$ cat src/rtl/div_restoring.sv
`default_nettype none
// ============================================================================
// Module   : div_restoring
// Purpose  : Sequential unsigned restoring divider, one quotient bit per clock,
//            with start/busy/done handshake and divide-by-zero flag.
// Revision : 1.0 - initial release
// ============================================================================
module div_restoring #(
  parameter int N = 3
) (
  input  logic         clk_i,
  input  logic         reset_i,
  input  logic         start_i,
  input  logic [N-1:0] dividend_i,
  input  logic [N-1:0] divisor_i,
  output logic         busy_o,
  output logic         done_o,
  output logic         div_by_zero_o,
  output logic [N-1:0] quotient_o,
  output logic [N-1:0] remainder_o
);

  localparam int CW = $clog2(N + 1);

  typedef enum logic [1:0] {
    S_IDLE = 2'd0,
    S_ITER = 2'd1,
    S_DONE = 2'd2
  } state_t;

  state_t         state_q, state_d;
  logic [N:0]     a_q, a_d;
  logic [N-1:0]   q_q, q_d;
  logic [N:0]     m_q, m_d;
  logic [CW-1:0]  cnt_q, cnt_d;
  logic           dbz_q, dbz_d;

  // A[N] is zero between iterations, so carrying it one bit wider makes the
  // top bit of the difference the borrow, identical to the sign of A-M.
  logic [N+1:0]   a_sh;
  logic [N+1:0]   diff;

  always_ff @(posedge clk_i) begin
    if (reset_i) begin
      state_q <= S_IDLE;
      a_q     <= '0;
      q_q     <= '0;
      m_q     <= '0;
      cnt_q   <= '0;
      dbz_q   <= 1'b0;
    end else begin
      state_q <= state_d;
      a_q     <= a_d;
      q_q     <= q_d;
      m_q     <= m_d;
      cnt_q   <= cnt_d;
      dbz_q   <= dbz_d;
    end
  end

  always_comb begin
    state_d = state_q;
    a_d     = a_q;
    q_d     = q_q;
    m_d     = m_q;
    cnt_d   = cnt_q;
    dbz_d   = dbz_q;
    a_sh    = {a_q, q_q[N-1]};
    diff    = a_sh - {1'b0, m_q};

    case (state_q)
      S_IDLE: begin
        if (start_i) begin
          if (divisor_i != '0) begin
            a_d     = '0;
            q_d     = dividend_i;
            m_d     = {1'b0, divisor_i};
            cnt_d   = CW'(N);
            dbz_d   = 1'b0;
            state_d = S_ITER;
          end else begin
            a_d     = {1'b0, dividend_i};
            q_d     = '1;
            dbz_d   = 1'b1;
            state_d = S_DONE;
          end
        end
      end
      S_ITER: begin
        if (diff[N+1]) begin
          a_d = a_sh[N:0];
          q_d = {q_q[N-2:0], 1'b0};
        end else begin
          a_d = diff[N:0];
          q_d = {q_q[N-2:0], 1'b1};
        end
        cnt_d = cnt_q - 1'b1;
        if (cnt_q == CW'(1)) begin
          state_d = S_DONE;
        end
      end
      S_DONE: begin
        state_d = S_IDLE;
      end
      default: begin
        state_d = S_IDLE;
      end
    endcase
  end

  assign busy_o        = (state_q == S_ITER);
  assign done_o        = (state_q == S_DONE);
  assign div_by_zero_o = dbz_q;
  assign quotient_o    = q_q;
  assign remainder_o   = a_q[N-1:0];

endmodule
`default_nettype wire

$ cat config.mk
export PLATFORM = sky130hd
export DESIGN_NAME = div_restoring
export DESIGN_NICKNAME = d
export VERILOG_FILES = /design/src/rtl/div_restoring.sv
export SDC_FILE = /design/constraint.sdc
export NUM_CORES = 1
export LEC_CHECK = 0
export ABC_CLOCK_PERIOD_IN_PS = 3700
export CORE_MARGIN = 10
export CORE_UTILIZATION = 25
export CTS_CLUSTER_DIAMETER = 120
export DETAILED_ROUTE_END_ITERATION = 8
export HOLD_SLACK_MARGIN = 0.02
export RECOVER_POWER = 50
export SLEW_MARGIN = 40
export SYNTH_ARGS = -nofsm -noshare
export SYNTH_HDL_FRONTEND = slang
export SYNTH_SLANG_ARGS = --single-unit
$ cat constraint.sdc
create_clock -name clk_i -period 3.7 [get_ports clk_i]
set_clock_uncertainty 0.05 [all_clocks]
set_input_delay 0.555 -clock clk_i [delete_from_list [all_inputs] [get_ports clk_i]]
set_output_delay 0.555 -clock clk_i [all_outputs]
set_load 0.005 [all_outputs]
==> flow_summary_export.csv <==
group,metric,value,unit
global_routing,grt_pass1_vias,951,
timing,tns,0,ns
cts,cts_buffers,3,
global_routing,grt_usage,0.0767,
critical_path,timing.rr.end,"a_q[3]",
timing,post-route-min-period,2.27,ns
yosys,synth_edf_count,0,
drt,dr.pass1.iters,4,
critical_path,critPathKind,"register to primary output",
global_routing,grt_first_pass_wirelength,4.20,mm
critical_path,startpoint,"state_q[0]",
drt,via_count,887,
min_path,hp-start,"m_q[0]",
placed_design,place.port_buffers,17,
min_path,hold_path_depth,2,
die,start_util,0.262,
outcome,status,"finished, final reports clean",
critical_path,reg2reg_depth,7,
job,cap_viol_max_count,0,
cts,cts_resized,0,
timing,drv_slew,0,
cts,root_buffer,"clkbuf_8",
yosys,synth-main-ff-cell,"dfxtp_1",
cts,tritoncts,"built",
min_path,hold_class,"register to register",
final_layout,drive_above_1_share,0.0992,
drt,wl,2.48,mm
placed_design,dp_hpwl,1.98,mm
yosys,syn_avg_cell_area,8.32,sq um
yosys,async_reset_ff_frac,0,
die,die_h,82.7,um
cts,h-tree-depth,1,
yosys,synth_cell_types,37,
timing,hold_viol_final,0,
power_and_ir_drop,powerDensity,394,mW/mm^2
final_layout,antenna-diode-count,0,
timing,max_freq,0.440,GHz
drt,wl_per_cell,13.9,um
critical_path,worstPathRequired,3.09,ns
die,die_area,0.00684,sq mm
die,rows,22,
final_layout,nNetsFinal,146,
timing,setup_viol,0,
yosys,yosysTopAreaCell,"dfxtp_1",
global_routing,antenna_found_initial,0,
yosys,ys_warn_count,0,
power_and_ir_drop,peakVddDrop,0.000216,V
yosys,syn-num-nets,132,
power_and_ir_drop,p_leak,0.440,nW
cts,cts_sinks,15,
global_routing,grt_max_degree,18,
timing,slew_headroom,0.464,
final_layout,area.growth.synth_to_final,22.3,%
final_layout,multiInputGateArea,594,sq um
timing,fin_ws,1.43,ns
cts,insertion_delay,0.24,ns
yosys,ys_top_cells_by_area,"dfxtp_1, nor2_1, ha_1",
cts,path_clk_slew,0.06,ns
critical_path,crit_path_cell_trace,"nand2b_2 -> inv_2 -> clkdlybuf4s50_1",
cts,post_cts_buffers,0,
min_path,min_to,"m_q[0]",
critical_path,worst_setup_path_end_kind,"primary output",
critical_path,cp_max_fo,15,
drt,ant_nets,0,
critical_path,cp-start-kind,"register",
cts,ctsHoldBuffers,0,
yosys,syn_area,982,sq um
drt,drc,0,
yosys,ys_ff_latch,15,
final_layout,num-fill-cells,412,
global_routing,grt_overflow,0,
placed_design,pre_cts_slack,1.47,ns
critical_path,cp_slowest_cell,"clkdlybuf4s50_1",
critical_path,crit_arrival,1.67,ns
yosys,synth_top_area_share,0.306,
yosys,yosysSeqAreaShare,0.306,
timing,worst_pin_slew,0.797,ns
die,fp.coreArea,0.00374,sq mm
die,io_pins,18,
drt,vias_per_cell,4.96,
critical_path,reg2reg_slack,1.48,ns
cts,clockBufferDepth,2,
final_layout,seq_area,300,sq um
die,die_x,82.7,um
placed_design,place_congestion,0.817,
yosys,netlist_instances,118,
critical_path,r2r_start,"quotient_o[2]",
timing,rsz0062_at_grt,"false",
timing,post-route-period-util,0.614,
drt,drtIter0Drc,47,
critical_path,critPathMaxStageDelay,0.53,ns
-- cells by family after synthesis --
| group | synth area share |
|---|---|
| muxes | 0.0408 |
| buffers and inverters | 0.0790 |
| and+or+nand+nor | 0.239 |
| adders and majority gates | 0.0713 |
| DFF | 0.306 |
| AOI/OAI and AO/OA | 0.264 |
-- worst max path at each step --
| stage | to | slack [ns] |
|---|---|---|
| floorplan | a_q[1] | 1.72 |
| global placement | a_q[1] | 1.48 |
| detailed placement | a_q[3] | 1.47 |
| CTS | busy_o | 1.41 |
| global route | quotient_o[2] | 1.29 |
| finish | busy_o | 1.43 |
-- power by group --
part           switching, W  internal, W
clock             0.0000579    0.0000744
combinational     0.0000799    0.0000674
sequential        0.0000169     0.000177
-- state kept, by name (all words and copies together) (netlist names) --
signal	cells
m_q	3
cnt_q	2
a_q	4
div_by_zero_o	1
quotient_o	3
state_q	2
-- cell type report --
cell class	instances	area share
clock buffers	3	0.0344
flip-flops and latches	15	0.250
multi-input cells	87	0.495
well taps	48	0.0500
clock inverters	1	0.00417
repair buffers	17	0.142
inverters	8	0.0250
-- synth_stat cells, types with 2 or more instances --
master	number
a2111oi_2	2
a211o_1	2
a21oi_1	5
a221oi_1	3
a22oi_1	3
a311oi_1	2
a31oi_1	3
buf_2	2
buf_4	4
clkbuf_1	2
dfxtp_1	15
ha_1	4
inv_1	7
mux2i_1	4
nand2_1	7
nand2b_1	7
nor2_1	16
nor2b_1	4
nor3_1	2
o21ai_0	6
or2_2	2
-- cell usage in the layout (no fill, tap or decap), types with 5 or more instances in the layout --
cell type,instances
nor2_1,16
dfxtp_1,15
dlygate4sd3_1,9
clkdlybuf4s50_1,8
inv_1,7
nand2b_1,7
nand2_1,7
o21ai_0,6
a21oi_1,5
-- through the flow --
step | area (sq um) | cells | hold WS (ns) | power [W] | utilization
2_1_floorplan | 982 | 118 | 0.390 | 0.000300 | -
3_3_place_gp | 1160 | 175 | 0.408 | 0.000344 | 0.311
3_5_place_dp | 1160 | 175 | 0.415 | 0.000351 | 0.311
4_1_cts | 1210 | 179 | 0.423 | 0.000483 | 0.324
5_1_grt | 1200 | 179 | 0.465 | 0.000507 | 0.321
6_report | 1200 | 179 | 0.422 | 0.000473 | 0.321
-- worst max-delay path, delay by kind of cell (launching register included) --
family | cells | cell delay [ns]
DFF | 1 | 0.44
buffers and inverters | 2 | 0.71
and+or+nand+nor | 1 | 0.27
-- routing by layer --
| metal | wire length, um | global-route usage | vias to the layer above |
|---|---|---|---|
| met5 | 0 | 0 | - |
| met4 | 4 | 0.0151 | 0 |
| met3 | 132 | 0.0270 | 2 |
| met2 | 1240 | 0.130 | 16 |
| met1 | 1110 | 0.0910 | 418 |
| li1 | - | - | 451 |
(Power assumes the default switching activity.)
